$ cat config.mk
export PLATFORM = sky130hd
export DESIGN_NAME = packet_assembler
export DESIGN_NICKNAME = d
export VERILOG_FILES = /design/src/rtl/pkt_pkg.sv /design/src/rtl/sat_counter.sv /design/src/rtl/packet_assembler.sv
export SDC_FILE = /design/constraint.sdc
export NUM_CORES = 1
export LEC_CHECK = 0
export ABC_AREA = 1
export BUFFER_PORTS_ARGS = -buffer_cell sky130_fd_sc_hd__clkbuf_2
export CAP_MARGIN = 20
export CORE_ASPECT_RATIO = 1.4
export CORE_UTILIZATION = 48
export DETAILED_ROUTE_END_ITERATION = 7
export GPL_TIMING_DRIVEN = 0
export PLACE_DENSITY = 0.71
export SLEW_MARGIN = 20
export SYNTH_ARGS = -nofsm -noshare
export SYNTH_HDL_FRONTEND = slang
export SYNTH_HIERARCHICAL = 1
export SYNTH_SLANG_ARGS = --single-unit
export TNS_END_PERCENT = 1
$ cat constraint.sdc
create_clock -name clk -period 5.2 [get_ports clk]
set_input_delay 1.56 -clock clk [delete_from_list [all_inputs] [get_ports clk]]
set_output_delay 1.56 -clock clk [all_outputs]
set_load 0.01 [all_outputs]
$ cat src/rtl/pkt_pkg.sv
// rtl/pkt_pkg.sv - shared types and defaults for the packet assembler
package pkt_pkg;

    localparam int PKT_BYTES_DEFAULT = 16;

    typedef logic [7:0] byte_t;

    typedef enum logic [2:0] {
        IDLE,
        COLLECT,
        CHECK,
        EMIT,
        DROP
    } asm_state_t;

endpackage

$ cat src/rtl/sat_counter.sv
// rtl/sat_counter.sv - saturating event counter, sticks at all-ones
module sat_counter #(
    parameter int CNT_W = 16
) (
    input  logic             clk,
    input  logic             rst,
    input  logic             inc,
    output logic [CNT_W-1:0] count
);

    always_ff @(posedge clk) begin
        if (rst) begin
            count <= '0;
        end else if (inc && (count != '1)) begin
            count <= count + 1'b1;
        end
    end

endmodule

$ cat src/rtl/packet_assembler.sv
// rtl/packet_assembler.sv - byte-stream deframer into one PKT_BYTES packet with frame statistics
// Optional XOR trailer check enabled by defining PKT_CHECKSUM_EN.
module packet_assembler
    import pkt_pkg::*;
#(
    parameter int PKT_BYTES = PKT_BYTES_DEFAULT,
    parameter int CNT_W     = 16
) (
    input  logic                   clk,
    input  logic                   rst,
    input  logic [7:0]             byteIn,
    input  logic                   byteValid,
    input  logic                   byteLast,
    output logic                   byteReady,
    output logic [PKT_BYTES*8-1:0] packetOut,
    output logic                   packetOutValid,
    output logic [CNT_W-1:0]       goodCount,
    output logic [CNT_W-1:0]       runtCount,
    output logic [CNT_W-1:0]       longCount
`ifdef PKT_CHECKSUM_EN
    ,
    output logic [CNT_W-1:0]       csumErrCount
`endif
);

    localparam int CW = $clog2(PKT_BYTES + 1);

    asm_state_t             state;
    logic [CW-1:0]          cnt;
    logic [PKT_BYTES*8-1:0] sreg;
    logic                   accept;
    logic                   at_payload_end;
    logic                   inc_good;
    logic                   inc_runt;
    logic                   inc_long;

    assign byteReady      = !rst && (state != EMIT);
    assign accept         = byteValid && byteReady;
    assign at_payload_end = (cnt == CW'(PKT_BYTES - 1));

`ifdef PKT_CHECKSUM_EN
    byte_t csum;
    logic  csum_ok;
    logic  inc_csum;

    // The trailer follows the payload, so any last inside the payload is a runt.
    assign csum_ok  = (byteIn == csum);
    assign inc_runt = accept && byteLast && ((state == IDLE) || (state == COLLECT));
    assign inc_long = accept && !byteLast && (state == CHECK);
    assign inc_good = accept && byteLast && (state == CHECK) && csum_ok;
    assign inc_csum = accept && byteLast && (state == CHECK) && !csum_ok;

    sat_counter #(.CNT_W(CNT_W)) u_csum (.clk(clk), .rst(rst), .inc(inc_csum), .count(csumErrCount));
`else
    assign inc_runt = accept && byteLast &&
                      ((state == IDLE) || ((state == COLLECT) && !at_payload_end));
    assign inc_long = accept && !byteLast && (state == COLLECT) && at_payload_end;
    assign inc_good = accept && byteLast && (state == COLLECT) && at_payload_end;
`endif

    always_ff @(posedge clk) begin
        if (rst) begin
            state          <= IDLE;
            cnt            <= '0;
            sreg           <= '0;
            packetOut      <= '0;
            packetOutValid <= 1'b0;
`ifdef PKT_CHECKSUM_EN
            csum           <= '0;
`endif
        end else begin
            packetOutValid <= inc_good;
            if (inc_good) begin
`ifdef PKT_CHECKSUM_EN
                packetOut <= sreg;
`else
                packetOut <= {sreg[PKT_BYTES*8-9:0], byteIn};
`endif
            end
            // Only payload bytes enter the shift register; the trailer never does.
            if (accept && ((state == IDLE) || (state == COLLECT))) begin
                sreg <= {sreg[PKT_BYTES*8-9:0], byteIn};
            end
            case (state)
                IDLE: begin
                    if (accept) begin
                        cnt <= CW'(1);
`ifdef PKT_CHECKSUM_EN
                        csum <= byteIn;
`endif
                        if (!byteLast) state <= COLLECT;
                    end
                end
                COLLECT: begin
                    if (accept) begin
                        cnt <= cnt + 1'b1;
`ifdef PKT_CHECKSUM_EN
                        csum <= csum ^ byteIn;
`endif
                        if (byteLast) begin
                            state <= inc_good ? EMIT : IDLE;
                        end else if (at_payload_end) begin
`ifdef PKT_CHECKSUM_EN
                            state <= CHECK;
`else
                            state <= DROP;
`endif
                        end
                    end
                end
`ifdef PKT_CHECKSUM_EN
                CHECK: begin
                    if (accept) begin
                        if (!byteLast)    state <= DROP;
                        else if (csum_ok) state <= EMIT;
                        else              state <= IDLE;
                    end
                end
`endif
                EMIT: state <= IDLE;
                DROP: begin
                    if (accept && byteLast) state <= IDLE;
                end
                default: state <= IDLE;
            endcase
        end
    end

    sat_counter #(.CNT_W(CNT_W)) u_good (.clk(clk), .rst(rst), .inc(inc_good), .count(goodCount));
    sat_counter #(.CNT_W(CNT_W)) u_runt (.clk(clk), .rst(rst), .inc(inc_runt), .count(runtCount));
    sat_counter #(.CNT_W(CNT_W)) u_long (.clk(clk), .rst(rst), .inc(inc_long), .count(longCount));

endmodule

======== Word level (Yosys, flattened, before mapping) ========
Index checks and enable logic that the tools add are counted.
Widths: inputs -> output; s select.
word-level totals
  flip-flop bits (word level) ............. 305
  input port bits ......................... 12
  output and inout port bits .............. 178
  word-level logic and storage cells ...... 58
cells by class
  add/subtract/negate cells ............... 4
  eq/ne operators ......................... 12
  mux-type cells .......................... 11
  reduce and logical (&&, ||, !) cells .... 23
operators with widths
  cell                   count
  $add 16x1->16 const B  3
  $ne 16x16->1 const B   3
  $mux 3                 6
  $logic_and 1x1->1      14
  $mux 5                 2
  $pmux 5 s2             1
  $pmux 3 s3             1
  $ne 2x2->1 const B     4
  $add 5x1->5 const B    1
  $eq 5x4->1 const B     1
  $reduce_and 5->1       1
  $eq 3x1->1 const B     1
  $eq 3x3->1 const B     1
  $logic_not 1->1        3
  $logic_not 3->1        1
  $ne 3x2->1 const B     1
  $ne 3x3->1 const B     1
  $reduce_and 3->1       1
  $logic_or 1x1->1       2
  $mux 2                 1
  $reduce_bool 2->1      1

======== Logic depth before layout (Yosys ltp) ========
Gate-level depths: netlist of run 1.
  depth after elaboration ................. 10
  gate-level depth with buffers ........... 16
  mapped depth without buffers ............ 13

======== Modules after synthesis ========
The synthesis of run 1 kept the hierarchy.
by module, submodules not included
  module            times used  cells each  area each (um^2)  sequential area each (um^2)
  packet_assembler  1           1057        9276.4            5144.9
  sat_counter       3           149         929.6             320.3

======== Worst setup path after synthesis of run 1 ========
Ideal clock, no wire load.
  path kind ............................... in2out
  from .................................... input port rst
  to ...................................... output port byteReady
  data arrival time ....................... 1.932 ns
  data required time ...................... 3.640 ns
  path slack .............................. 1.708 ns
  stages .................................. 2
  path buffers ............................ 1
  cells stage by stage .................... buf_2 > a21oi_1
on the way
  cells in the longest elaborated chain, start to end .. 2
RTL lines
  item               line                    text
  start, declared    packet_assembler.sv:10  input logic rst,
  $logic_not 1->1    packet_assembler.sv:37  assign byteReady = !rst && (state != EMIT);
  $logic_and 1x1->1  packet_assembler.sv:37
  end, declared      packet_assembler.sv:14  output logic byteReady,
No other way between the ends.

======== Worst setup path in the final report of run 1 ========
Ends and elaborated chain as after synthesis.

==> flow_summary.rst, run 1 <==
.. list-table::
   :header-rows: 1

   * - Metric
     - Value
   * - Setup tns final
     - 0 ns
   * - P_sw
     - between 1000 and 1500 µW
   * - WL/cell
     - roughly 15 µm
   * - Number of non-filler instances in the completed layout
     - 2060
   * - Synthesized area per cell
     - 8.02 µm²
   * - Max transition margin
     - a little under half
   * - H-Tree Depth
     - 1
   * - Synth top area cells
     - sky130_fd_sc_hd__dfxtp_1, sky130_fd_sc_hd__nand2_1, sky130_fd_sc_hd__nor2_1
   * - Library cell with the largest summed area after synthesis
     - sky130_fd_sc_hd__dfxtp_1
   * - DRC violation total after the first TritonRoute iteration
     - approximately 460
   * - Total GRT Usage
     - between 20% and 30%
   * - Most frequent cell after synthesis
     - sky130_fd_sc_hd__dfxtp_1
   * - Internal power
     - 3680 µW
   * - Ordered cell list for the critical path
     - clkbuf_2 > buf_2 > a21oi_1 > clkbuf_2
   * - Sort of element at the end of the critical path
     - output port
   * - Number of buffers on the longest clock path
     - 3
   * - Worst reg2reg endpoint
     - u_good/count[13]
   * - Proportion of synthesized flip-flops having asynchronous set or reset
     - 0%
   * - Nets
     - 1742
   * - Logic gate share of total power
     - between 4 and 5%
   * - Peak supply drop
     - 268 µV
   * - Remaining antenna violation count
     - 0
   * - Hold EP
     - packetOut[127]
   * - Clock transition at the registers of the reported paths
     - ~0.07 ns
   * - Number of buffers inserted by hold repair at cts
     - 0
   * - Detailed-route DRC error count
     - 0
   * - DP Wirelength
     - ~22 mm
   * - Predominant post-synthesis flop cell
     - sky130_fd_sc_hd__dfxtp_1
   * - Slew at the pin closest to its max-slew limit
     - 0.785 ns
   * - Syn-to-layout area delta
     - 19.1%
   * - Placed Instances
     - approximately 2000
   * - Netlist area before placement
     - 12100 µm²
   * - Clock Tree Root
     - sky130_fd_sc_hd__clkbuf_16
   * - Routed vias
     - 10400
   * - Synthesized flop and latch total
     - between 300 and 400
   * - Clock Latency Late Sink
     - ~0.55 ns
   * - Mean number of vias per cell
     - between 5 and 6
   * - Post-synth cell types
     - 30
   * - CTS Buf Count
     - 30
   * - Total of endpoints with negative setup slack in the final report
     - 0
   * - Source of the worst hold timing path
     - sreg[119]
   * - Kind of launch point of the worst setup path
     - input port
   * - Placeable core region
     - between 20000 and 25000 µm²
   * - RSZ-0062 raised after global routing
     - no
   * - Yosys synthesis warning count
     - 6
   * - Reg-to-reg setup timing slack
     - between 2 and 2.5 ns
   * - Worst Hold Class
     - register to register
   * - Fin crit period
     - ~3.9 ns
   * - Crit Reg-Reg Startpoint
     - cnt[0]
   * - Worst hold stages
     - 2
   * - Net count after synthesis
     - roughly 1500
   * - Buf/Inv on CP
     - 3
   * - CP Data Arrival Time
     - approximately 2.3 ns
   * - Ant diodes
     - 0
   * - Worst clock skew
     - roughly 0.010 ns
   * - GP Congestion
     - just under 0.9
   * - Height of the chip
     - roughly 190 µm
   * - Slowest library cell on the worst path
     - sky130_fd_sc_hd__buf_2
   * - Num ports
     - between 150 and 200
   * - Net switching fraction of the power
     - between 20% and 30%
   * - Pin count of the biggest net entering global routing
     - 15
   * - Relative contribution of the clock network to total power
     - a little under half
   * - Count of max-cap constraint violations
     - 0
   * - Initial cell density of the core
     - 48.9%
   * - DIE WIDTH
     - about 140 µm
   * - Number of enable-type register cells in the synthesized netlist
     - 0
   * - TritonCTS clock tree
     - yes
   * - Fill count
     - 2365
   * - Vias in the first global route
     - 10000
   * - Highest clock frequency the design can meet
     - roughly 260 MHz
   * - Worst-path fanout max
     - 8
   * - Status
     - complete, no violations
   * - Antenna violations before repair
     - 0
   * - Depth of the worst register-to-register path
     - 15
   * - Ratio of final minimum period to clock period
     - about three quarters
   * - Final WL
     - around 30 mm
   * - Cell type group with the largest total delay on the critical path
     - buffers and inverters
   * - Number of gates resized after CTS
     - 0
   * - Cell types with the highest counts after synthesis
     - sky130_fd_sc_hd__dfxtp_1, sky130_fd_sc_hd__nand2_1, sky130_fd_sc_hd__nor2_1, sky130_fd_sc_hd__a21oi_1, sky130_fd_sc_hd__o21ai_0
   * - TritonCTS sink count
     - 305
   * - Wire length of the first global-routing pass
     - 48.3 mm
   * - Final number of hold-violating endpoints
     - 0
   * - Critical path class
     - input port to output port
   * - Number of max-slew violations in the final report
     - 0
   * - Port-buffer cells
     - 189
   * - Area share of the largest cell type after synthesis
     - between 50% and 60%
   * - Register area share after synthesis
     - 50.6%
   * - Floorplan die area
     - about 26000 µm²
   * - Proportion of layout cells with a drive suffix above 1
     - between 20% and 30%
   * - Rows
     - 68
   * - Required time at the worst-slack endpoint
     - 3.64 ns
   * - Power per Cell Area
     - approximately 330 nW/µm²
   * - Cell with the most instances on the worst path
     - sky130_fd_sc_hd__clkbuf_2
   * - Part of the power in registers
     - ~51%
   * - Congestion Overflow GR
     - 0
   * - Number of detailed-route iterations in the first pass
     - 4
   * - Cell count after synthesis
     - 1504
   * - Post-CTS setup buffer count
     - 0
   * - Largest stage delay on the critical path
     - approximately 0.22 ns
   * - LEAKAGE
     - 0.00601 µW
-- routing by layer --
metal / part of all wire, % / GRT usage, %
met5: 0 / 0
met2: 51 / 42.8
met3: 4.7 / 3.78
met4: 2.4 / 6.79
met1: 42 / 26.9
-- state kept, by name, indices dropped and copies added, names as in the netlist --
register / cells
packetOut: 128
sreg: 120
u_good/count: 16
u_long/count: 16
u_runt/count: 16
cnt: 5
state: 3
packetOutValid: 1
-- cell families (layout without fill, tap and decap cells) --
logic type      after synthesis  after routing  share of synthesized area [%]
simple gates                531            531                           19.4
buf+inv                     213            454                           8.23
fa+ha+maj                     5              5                          0.519
flops                       305            305                           50.6
compound gates              450            450                           21.2
-- area by class of cell --
class | count | area (µm²) | area share [%]
clock buffer | 42 | 847 | 5.90
tap | 315 | 394 | 2.74
inverter | 125 | 469 | 3.27
multi-input combinational | 986 | 4970 | 34.6
timing repair buffer | 189 | 946 | 6.58
clock inverter | 10 | 115 | 0.801
buffer | 88 | 524 | 3.65
sequential | 305 | 6110 | 42.5
-- power groups by stage --
| stage | clock network (µW) | logic, µW | registers, µW |
|---|---|---|---|
| 6_report | 2140 | 201 | 2410 |
| 5_1_grt | 2280 | 226 | 2410 |
| 4_1_cts | 2180 | 202 | 2410 |
| 3_5_place_dp | 0 | 202 | 2460 |
| 3_3_place_gp | 0 | 198 | 2460 |
| 2_1_floorplan | 0 | 143 | 2450 |
-- how the worst max path moves through the flow --
stage | slack [ns] | cells past startpoint | from | to
detailed placement | 1.28 | 14 | rst | u_good/count[13]
CTS | 1.34 | 4 | rst | byteReady
global placement | 1.30 | 14 | rst | u_good/count[13]
global route | 1.29 | 4 | rst | byteReady
floorplan | 1.71 | 2 | rst | byteReady
finish | 1.32 | 4 | rst | byteReady
-- worst reg2reg max path: stages, from the launching register on --
cell                      delay, ns
sky130_fd_sc_hd__dfxtp_1       0.38
sky130_fd_sc_hd__ha_1          0.18
sky130_fd_sc_hd__inv_1         0.05
sky130_fd_sc_hd__nor3_1        0.16
sky130_fd_sc_hd__ha_1          0.30
sky130_fd_sc_hd__nand2_4       0.10
sky130_fd_sc_hd__nor2_8        0.16
sky130_fd_sc_hd__buf_6         0.22
sky130_fd_sc_hd__buf_4         0.24
sky130_fd_sc_hd__buf_2         0.22
sky130_fd_sc_hd__nand3_1       0.11
sky130_fd_sc_hd__or2_0         0.21
sky130_fd_sc_hd__nor2_1        0.15
sky130_fd_sc_hd__nand3_1       0.09
sky130_fd_sc_hd__nand2_1       0.07
sky130_fd_sc_hd__nor2_1        0.03
-- layout by cell type, fill, tap and decap left out, types with 5 or more instances in the layout --
| cell | instances |
|---|---|
| sky130_fd_sc_hd__o21ai_1 | 89 |
| sky130_fd_sc_hd__inv_2 | 6 |
| sky130_fd_sc_hd__nor2_4 | 7 |
| sky130_fd_sc_hd__buf_4 | 10 |
| sky130_fd_sc_hd__clkbuf_16 | 31 |
| sky130_fd_sc_hd__nor2_1 | 208 |
| sky130_fd_sc_hd__nand2_1 | 208 |
| sky130_fd_sc_hd__a21oi_2 | 80 |
| sky130_fd_sc_hd__nor2_2 | 30 |
| sky130_fd_sc_hd__nor3_1 | 9 |
| sky130_fd_sc_hd__a21oi_1 | 145 |
| sky130_fd_sc_hd__clkbuf_2 | 189 |
| sky130_fd_sc_hd__inv_1 | 119 |
| sky130_fd_sc_hd__nand3_1 | 41 |
| sky130_fd_sc_hd__o21ai_0 | 133 |
| sky130_fd_sc_hd__nand4_1 | 10 |
| sky130_fd_sc_hd__ha_1 | 5 |
| sky130_fd_sc_hd__nand2_2 | 7 |
| sky130_fd_sc_hd__clkbuf_1 | 45 |
| sky130_fd_sc_hd__dfxtp_1 | 305 |
| sky130_fd_sc_hd__buf_6 | 14 |
| sky130_fd_sc_hd__buf_2 | 23 |
-- per-stage QoR --
stage | hold WS, ns | util [%] | setup slack, ns | instance area, µm² | power [µW]
2_1_floorplan | 0.439 | - | 1.71 | 12100 | 2600
3_3_place_gp | 0.455 | 54.3 | 1.30 | 13400 | 2660
3_5_place_dp | 0.453 | 54.3 | 1.28 | 13400 | 2660
4_1_cts | 0.476 | 58.2 | 1.34 | 14400 | 4790
5_1_grt | 0.488 | 58.2 | 1.29 | 14400 | 4920
6_report | 0.473 | 58.2 | 1.32 | 14400 | 4750
(Power assumes the default switching activity.)
==> run 2: changes to the inputs <==
ABC_AREA = 0   (was 1)
PLACE_DENSITY = 0.72   (was 0.71)
clock period = 3.7 ns   (was 5.2 ns; I/O delays follow)
==> run 2 against run 1 <==
  * Power rose by 35%
  * Clock skew up 0.0044 ns
  * Count of clock-buffer cells in the layout decreased by 2
  * Utilization increased by 0.80 points
  * Die area down 4.1%
  * Synthesized area decreased by 4.1%
  * First-iteration DRC count increased by 25%
  * Global-route usage is 0.43 points lower
  * Worst setup slack got worse by 0.78 ns
  * Critical path depth is the same
  * Sequential power up 37%
  * Largest cell class unchanged
  * Highest routed layer unchanged
==> flow_summary.rst, run 2 <==
.. list-table::
   :header-rows: 1

   * - Metric
     - Value
   * - Status
     - complete, no violations (unchanged)
   * - Kind of launch point of the worst setup path
     - input port (unchanged)
   * - Yosys synthesis warning count
     - 6 (unchanged)
   * - Final WL
     - 28.8 mm (was 30.3 mm)
   * - Num ports
     - 190 (unchanged)
   * - Post-synth cell types
     - 42 (was 30)
   * - Fraction of the mapped netlist area in simple logic gates
     - 25.5% (was 19.4%)
   * - WL/cell
     - 14.6 µm (was 14.7 µm)
   * - Main combinational cell family by area after synthesis
     - simple AND/OR/NAND/NOR gates (was compound AO/OA/AOI/OAI gates)
   * - LEAKAGE
     - 0.00500 µW (was 0.00601 µW)
   * - Initial cell density of the core
     - 49.3% (was 48.9%)
   * - Post-CTS setup buffer count
     - 0 (unchanged)
   * - H-Tree Depth
     - 1 (unchanged)
   * - Most frequent cell after synthesis
     - sky130_fd_sc_hd__nand2_1 (was sky130_fd_sc_hd__dfxtp_1)
   * - Clock Tree Root
     - sky130_fd_sc_hd__clkbuf_16 (unchanged)
   * - Largest registers in the final layout
     - packetOut: 128 flops, sreg: 120 flops (unchanged)
   * - Highest clock frequency the design can meet
     - ~320 MHz
   * - Fin crit period
     - between 3 and 4 ns
   * - Utilization after layout
     - 59.0% (was 58.2%)
   * - Library cell with the largest summed area after synthesis
     - sky130_fd_sc_hd__dfxtp_1 (unchanged)
   * - Number of buffers on the longest clock path
     - 3 (unchanged)
   * - Floorplan die area
     - 24700 µm² (was 25800 µm²)
   * - Number of buffers inserted by hold repair at cts
     - 0 (unchanged)
   * - Syn-to-layout area delta
     - 19.7% (was 19.1%)
   * - Congestion Overflow GR
     - 0 (unchanged)
   * - Area share of the largest cell type after synthesis
     - 52.8% (was 50.6%)
   * - Rows
     - 66 (was 68)
   * - Pwr Total
     - 6420 µW (was 4750 µW)
   * - Mux share of post-synthesis cell area
     - 0.552% (was 0%)
   * - Number of gates resized after CTS
     - 0 (unchanged)
   * - Total GRT Usage
     - 22.7% (was 23.1%)
   * - Proportion of layout cells with a drive suffix above 1
     - 17.8% (was 24.1%)
   * - Pin count of the biggest net entering global routing
     - 17 (was 15)
   * - Max transition margin
     - 48.5% (was 47.6%)
   * - Cell count after synthesis
     - 1435 (was 1504)
   * - Cell types with the highest counts after synthesis
     - sky130_fd_sc_hd__nand2_1, sky130_fd_sc_hd__dfxtp_1, sky130_fd_sc_hd__a21oi_1, sky130_fd_sc_hd__clkbuf_1, sky130_fd_sc_hd__buf_2 (was sky130_fd_sc_hd__dfxtp_1, sky130_fd_sc_hd__nand2_1, sky130_fd_sc_hd__nor2_1, sky130_fd_sc_hd__a21oi_1, sky130_fd_sc_hd__o21ai_0)
   * - CTS Buf Count
     - 29 (was 30)
   * - Placeable core region
     - 23500 µm² (was 24700 µm²)
   * - Required time at the worst-slack endpoint
     - 2.59 ns (was 3.64 ns)
   * - Worst clock skew
     - 0.0148 ns (was 0.0104 ns)
   * - Synth Area in Compound Gates
     - 15.0% (was 21.2%)
   * - Port-buffer cells
     - 187 (was 189)
   * - Clock transition at the registers of the reported paths
     - 0.06 ns (was 0.07 ns)
   * - Register area share after synthesis
     - 52.8% (was 50.6%)
   * - Peak supply drop
     - 414 µV (was 268 µV)
   * - DIE WIDTH
     - 133 µm (was 136 µm)
   * - Netlist area before placement
     - 11600 µm² (was 12100 µm²)
   * - Mean number of vias per cell
     - 5.28 (was 5.07)
   * - DP Wirelength
     - 20.7 mm (was 22.2 mm)
   * - Slew at the pin closest to its max-slew limit
     - 0.766 ns (was 0.785 ns)
   * - TritonCTS sink count
     - 305 (unchanged)
   * - Number of flip-flops in the largest register
     - 128 (unchanged)
   * - DRC violation total after the first TritonRoute iteration
     - 571 (was 458)
   * - Total of endpoints with negative setup slack in the final report
     - 0 (unchanged)
   * - Worst-path fanout max
     - 10 (was 8)
   * - Remaining antenna violation count
     - 0 (unchanged)
   * - Worst Hold Class
     - register to register (unchanged)
   * - Ordered cell list for the critical path
     - buf_2 > clkbuf_1 > a31oi_1 > clkbuf_2 (was clkbuf_2 > buf_2 > a21oi_1 > clkbuf_2)
   * - Setup tns final
     - 0 ns (unchanged)
   * - Synth Area in Adders
     - 0.541% (was 0.519%)
   * - Critical path class
     - input port to output port (unchanged)
   * - Xor and xnor area share after synthesis
     - 0.606% (was 0%)
   * - Sort of element at the end of the critical path
     - output port (unchanged)
   * - Predominant post-synthesis flop cell
     - sky130_fd_sc_hd__dfxtp_1 (unchanged)
   * - Number of detailed-route iterations in the first pass
     - 5 (was 4)
   * - Number of enable-type register cells in the synthesized netlist
     - 0 (unchanged)
   * - TritonCTS clock tree
     - yes (unchanged)
   * - Vias in the first global route
     - 9557 (was 10000)
   * - Largest stage delay on the critical path
     - 0.51 ns (was 0.22 ns)
   * - Synth top area cells
     - sky130_fd_sc_hd__dfxtp_1, sky130_fd_sc_hd__nand2_1, sky130_fd_sc_hd__a21oi_1 (was sky130_fd_sc_hd__dfxtp_1, sky130_fd_sc_hd__nand2_1, sky130_fd_sc_hd__nor2_1)
   * - Antenna violations before repair
     - 1 (was 0)
   * - Setup ws final
     - 0.542 ns (was 1.32 ns)
   * - Slowest library cell on the worst path
     - sky130_fd_sc_hd__clkbuf_1 (was sky130_fd_sc_hd__buf_2)
   * - Ratio of final minimum period to clock period
     - between 80% and 90%
   * - Proportion of synthesized flip-flops having asynchronous set or reset
     - 0% (unchanged)
   * - GP Congestion
     - 0.899 (was 0.885)
   * - Height of the chip
     - 186 µm (was 190 µm)
   * - Power per Cell Area
     - 464 nW/µm² (was 331 nW/µm²)
   * - Count of max-cap constraint violations
     - 0 (unchanged)
   * - Wire length of the first global-routing pass
     - 46.2 mm (was 48.3 mm)
   * - Number of max-slew violations in the final report
     - 0 (unchanged)
   * - Most frequent standard cell in the layout excluding fill and tap cells
     - sky130_fd_sc_hd__nand2_1 (was sky130_fd_sc_hd__dfxtp_1)
   * - RSZ-0062 raised after global routing
     - no (unchanged)
   * - Detailed-route DRC error count
     - 0 (unchanged)
   * - Routed vias
     - 10400 (about the same)
   * - Clock Latency Late Sink
     - 0.54 ns (was 0.55 ns)
   * - Nets
     - 1670 (was 1742)
   * - Pre-CTS setup slack
     - 0.220 ns (was 1.28 ns)
   * - Synthesized flop and latch total
     - 305 (unchanged)
   * - Final number of hold-violating endpoints
     - 0 (unchanged)
   * - Most frequent cells in the layout
     - sky130_fd_sc_hd__nand2_1, sky130_fd_sc_hd__dfxtp_1, sky130_fd_sc_hd__a21oi_1, sky130_fd_sc_hd__clkbuf_2, sky130_fd_sc_hd__clkbuf_1 (was sky130_fd_sc_hd__dfxtp_1, sky130_fd_sc_hd__nor2_1, sky130_fd_sc_hd__nand2_1, sky130_fd_sc_hd__clkbuf_2, sky130_fd_sc_hd__a21oi_1)
   * - Fill count
     - 2220 (was 2365)
   * - Register with the most flip-flops
     - packetOut (unchanged)
   * - Synthesized area per cell
     - 8.06 µm² (was 8.02 µm²)
   * - Net count after synthesis
     - 1452 (was 1521)
   * - CP Data Arrival Time
     - 2.05 ns (was 2.32 ns)
run 2: cell types whose count changed in the layout (fill, tap and decap cells not counted), sizes merged, moves of 16 or more:
cell   delta
nand2   +306
nor2    -226
o21ai   -207
inv     -112
a21oi    +57
or4      +21
o31ai    +18
nand3    -16
run 2: through the flow:
stage	hold WS, ns	area, µm²	cells
after floorplan	0.432	11600	1435
after global placement	0.439	12900	1928
after detailed placement	0.446	12900	1928
after CTS	0.454	13800	1979
after global routing	0.471	13800	1980
final	0.454	13800	1980
run 2: path summary, 6_finish.rpt:
check,from,endpoint,slack (ns),depth (start not counted)
worst max-delay path,rst,byteReady,0.54,4
worst min-delay path,packetOut[88],packetOut[88],0.45,2
worst max register to register,cnt[0],u_long/count[13],0.82,9
worst min register to register,packetOut[88],packetOut[88],0.45,2
run 2: where the power goes:
group | internal [µW] | total, µW | switching [µW]
logic | 34.2 | 156 | 122
registers | 3290 | 3300 | 8.38
clock network | 1730 | 2970 | 1240
run 2: worst max-delay path: cells and delay by family:
kind	cells	cell delay, ns
compound gates	1	0.10
buf+inv	3	0.84
run 2: cells by family (layout without fill, tap and decap cells):
group	Yosys count	in the layout
AOI/OAI and AO/OA	330	330
muxes	6	6
other	0	1
adders and majority gates	5	5
buffers and inverters	113	351
DFF	305	305
xor gates and xnor gates	8	8
and+or+nand+nor	668	668
run 2: layout make-up:
cell class / instances / area (µm²) / area share, %
flip-flops and latches: 305 / 6110 / 44.1
multi-input cells: 1017 / 4890 / 35.4
repair buffers: 187 / 936 / 6.76
clock buffers: 40 / 807 / 5.83
plain buffers: 99 / 522 / 3.77
well taps: 306 / 383 / 2.77
clock inverters: 11 / 140 / 1.01
inverters: 14 / 52.6 / 0.380
diodes: 1 / 2.50 / 0.0181
run 2: per-layer routing:
| metal | global-route usage, % | vias to the layer above | routed length (µm) |
|---|---|---|---|
| li1 | - | 5291 | - |
| met1 | 27.3 | 4834 | 12200 |
| met2 | 40.8 | 252 | 14400 |
| met3 | 2.78 | 68 | 1200 |
| met4 | 9.55 | 0 | 1010 |
| met5 | 0 | - | 0 |
==> run 3: changes to the inputs <==
CELL_PAD_IN_SITES_DETAIL_PLACEMENT = 1   (was not set)
CELL_PAD_IN_SITES_GLOBAL_PLACEMENT = 2   (was not set)
CORE_UTILIZATION = 33   (was 48)
PLACE_DENSITY = 0.82   (was 0.72)
clock period = 2.95 ns   (was 3.7 ns; I/O delays follow)
==> run 3 against run 2 <==
  * Cell count rose by 7.6%
  * Global-route usage fell by 3.7 points
  * Die area rose by 45%
  * Worst setup slack got worse by 0.46 ns
  * Final area rose by 3.0%
  * Power rose by 37%
  * Combinational power rose by 31%
  * Critical endpoint unchanged
  * Via count fell by 0.40%
==> flow_summary.rst, run 3 (synthesis gave the netlist of run 2 again) <==
.. list-table::
   :header-rows: 1

   * - Metric
     - Value
   * - Register with the most flip-flops
     - packetOut (unchanged)
   * - Routed vias
     - 10400 (about the same)
   * - DRC violation total after the first TritonRoute iteration
     - 341 (was 571)
   * - Syn-to-layout area delta
     - 23.3% (was 19.7%)
   * - Ratio of final minimum period to clock period
     - a little over nine tenths
   * - Clock Latency Late Sink
     - 0.52 ns (was 0.54 ns)
   * - Fill count
     - 4199 (was 2220)
   * - Critical path class
     - input port to output port (unchanged)
   * - Vias in the first global route
     - 10600 (was 9557)
   * - Reg-to-reg setup timing slack
     - 0.19 ns (was 0.82 ns)
   * - Total GRT Usage
     - 18.9% (was 22.7%)
   * - Congestion Overflow GR
     - 0 (unchanged)
   * - Status
     - complete, no violations (unchanged)
   * - Final number of hold-violating endpoints
     - 0 (unchanged)
   * - H-Tree Depth
     - 2 (was 1)
   * - Largest registers in the final layout
     - packetOut: 128 flops, sreg: 120 flops (unchanged)
   * - Clock transition at the registers of the reported paths
     - 0.06 ns (about the same)
   * - Worst hold stages
     - 2 (unchanged)
   * - Port-buffer cells
     - 187 (unchanged)
   * - Floorplan die area
     - 35800 µm² (was 24700 µm²)
   * - DP Wirelength
     - 24.8 mm (was 20.7 mm)
   * - Rows
     - 80 (was 66)
   * - Most frequent standard cell in the layout excluding fill and tap cells
     - sky130_fd_sc_hd__nand2_1 (unchanged)
   * - LEAKAGE
     - 0.00513 µW (was 0.00500 µW)
   * - Count of max-cap constraint violations
     - 0 (unchanged)
   * - Required time at the worst-slack endpoint
     - 2.07 ns (was 2.59 ns)
   * - Worst Hold Class
     - register to register (unchanged)
   * - Kind of launch point of the worst setup path
     - input port (unchanged)
   * - Clock Tree Root
     - sky130_fd_sc_hd__clkbuf_16 (unchanged)
   * - Number of buffers inserted by hold repair at cts
     - 0 (unchanged)
   * - Proportion of layout cells with a drive suffix above 1
     - 18.2% (was 17.8%)
   * - Most frequent cells in the layout
     - sky130_fd_sc_hd__nand2_1, sky130_fd_sc_hd__dfxtp_1, sky130_fd_sc_hd__a21oi_1, sky130_fd_sc_hd__clkbuf_2, sky130_fd_sc_hd__clkbuf_1 (unchanged)
   * - Pwr Total
     - 8820 µW (was 6420 µW)
   * - Pin count of the biggest net entering global routing
     - 17 (unchanged)
   * - Peak supply drop
     - 320 µV (was 414 µV)
   * - Depth of the worst register-to-register path
     - 11 (was 9)
   * - Total of endpoints with negative setup slack in the final report
     - 0 (unchanged)
   * - Ant diodes
     - 0 (was 1)
   * - Highest clock frequency the design can meet
     - approximately 350 MHz
   * - Power per Cell Area
     - 618 nW/µm² (was 464 nW/µm²)
   * - Setup ws final
     - 0.0792 ns (was 0.542 ns)
   * - RSZ-0062 raised after global routing
     - yes (was no)
   * - Detailed-route DRC error count
     - 0 (unchanged)
   * - Antenna violations before repair
     - 0 (was 1)
   * - Height of the chip
     - 224 µm (was 186 µm)
   * - Wire length of the first global-routing pass
     - 55.0 mm (was 46.2 mm)
   * - Final WL
     - 34.1 mm (was 28.8 mm)
   * - CTS Buf Count
     - 34 (was 29)
   * - Number of detailed-route iterations in the first pass
     - 4 (was 5)
   * - Placeable core region
     - 34300 µm² (was 23500 µm²)
   * - Number of max-slew violations in the final report
     - 0 (unchanged)
   * - Number of buffers on the longest clock path
     - 3 (unchanged)
   * - Fin crit period
     - around 2.9 ns
   * - TritonCTS sink count
     - 305 (unchanged)
   * - Pre-CTS setup slack
     - -0.445 ns (was 0.220 ns)
   * - Worst clock skew
     - 0.0149 ns (was 0.0148 ns)
   * - Post-CTS setup buffer count
     - 0 (unchanged)
   * - Nets
     - 1675 (was 1670)
   * - Remaining antenna violation count
     - 0 (unchanged)
   * - Sort of element at the end of the critical path
     - output port (unchanged)
   * - Number of flip-flops in the largest register
     - 128 (unchanged)
   * - Num ports
     - 190 (unchanged)
   * - DIE WIDTH
     - 160 µm (was 133 µm)
   * - WL/cell
     - 16.0 µm (was 14.6 µm)
   * - CP Data Arrival Time
     - 1.99 ns (was 2.05 ns)
   * - Mean number of vias per cell
     - 4.88 (was 5.28)
   * - Max transition margin
     - 49.6% (was 48.5%)
   * - Worst-path fanout max
     - 10 (unchanged)
   * - Slew at the pin closest to its max-slew limit
     - 0.746 ns (was 0.766 ns)
   * - GP Congestion
     - 0.811 (was 0.899)
   * - TritonCTS clock tree
     - yes (unchanged)
   * - Initial cell density of the core
     - 33.7% (was 49.3%)
run 3: path summary, 6_finish.rpt:
path                        from               to
setup / recovery             rst        byteReady
hold reg to reg   packetOut[102]   packetOut[102]
setup reg to reg          cnt[0]  u_good/count[9]
hold / removal    packetOut[102]   packetOut[102]
run 3: power breakdown:
group | switching, µW | internal, µW | total, µW
sequential | 10.8 | 4130 | 4140
clock | 1720 | 2750 | 4470
combinational | 162 | 43.0 | 205
total | 1890 | 6920 | 8820
run 3: critical path, stage by stage:
cell	delay [ns]
sky130_fd_sc_hd__buf_2	0.15
sky130_fd_sc_hd__clkbuf_1	0.58
sky130_fd_sc_hd__a31oi_1	0.18
sky130_fd_sc_hd__clkbuf_2	0.18
run 3: per-stage QoR:
| step | std cells | hold slack (ns) | utilization, % | area, µm² | TNS (ns) |
|---|---|---|---|---|---|
| after global routing | 2131 | 0.473 | 41.5 | 14300 | -0.107 |
| after floorplan | 1435 | 0.432 | - | 11600 | 0 |
| final | 2131 | 0.453 | 41.5 | 14300 | 0 |
| after detailed placement | 2073 | 0.448 | 38.1 | 13100 | -5.82 |
| after CTS | 2131 | 0.458 | 41.5 | 14300 | 0 |
| after global placement | 2073 | 0.441 | 38.1 | 13100 | -11.20 |
run 3: cell type report:
| class | instances | area, µm² | area share (%) |
|---|---|---|---|
| sequential | 305 | 6110 | 42.8 |
| multi-input combinational | 1017 | 4900 | 34.4 |
| inverter | 14 | 52.6 | 0.368 |
| buffer | 99 | 528 | 3.70 |
| tap | 451 | 564 | 3.96 |
| clock inverter | 10 | 156 | 1.10 |
| timing repair buffer | 187 | 936 | 6.56 |
| clock buffer | 48 | 1020 | 7.13 |
run 3: routing by layer:
metal / GRT usage (%) / vias up / wire length (µm)
met5: 0 / - / 0
met4: 6.24 / 0 / 830
met3: 2.98 / 55 / 1110
met2: 35.0 / 146 / 17600
met1: 22.0 / 4931 / 14500
li1: - / 5271 / -
run 3: timing repair:
action,CTS,global route
setup endpoints to repair,4,13
hold endpoints to repair,0,0
pin swaps,0,0
resized for setup,1,2
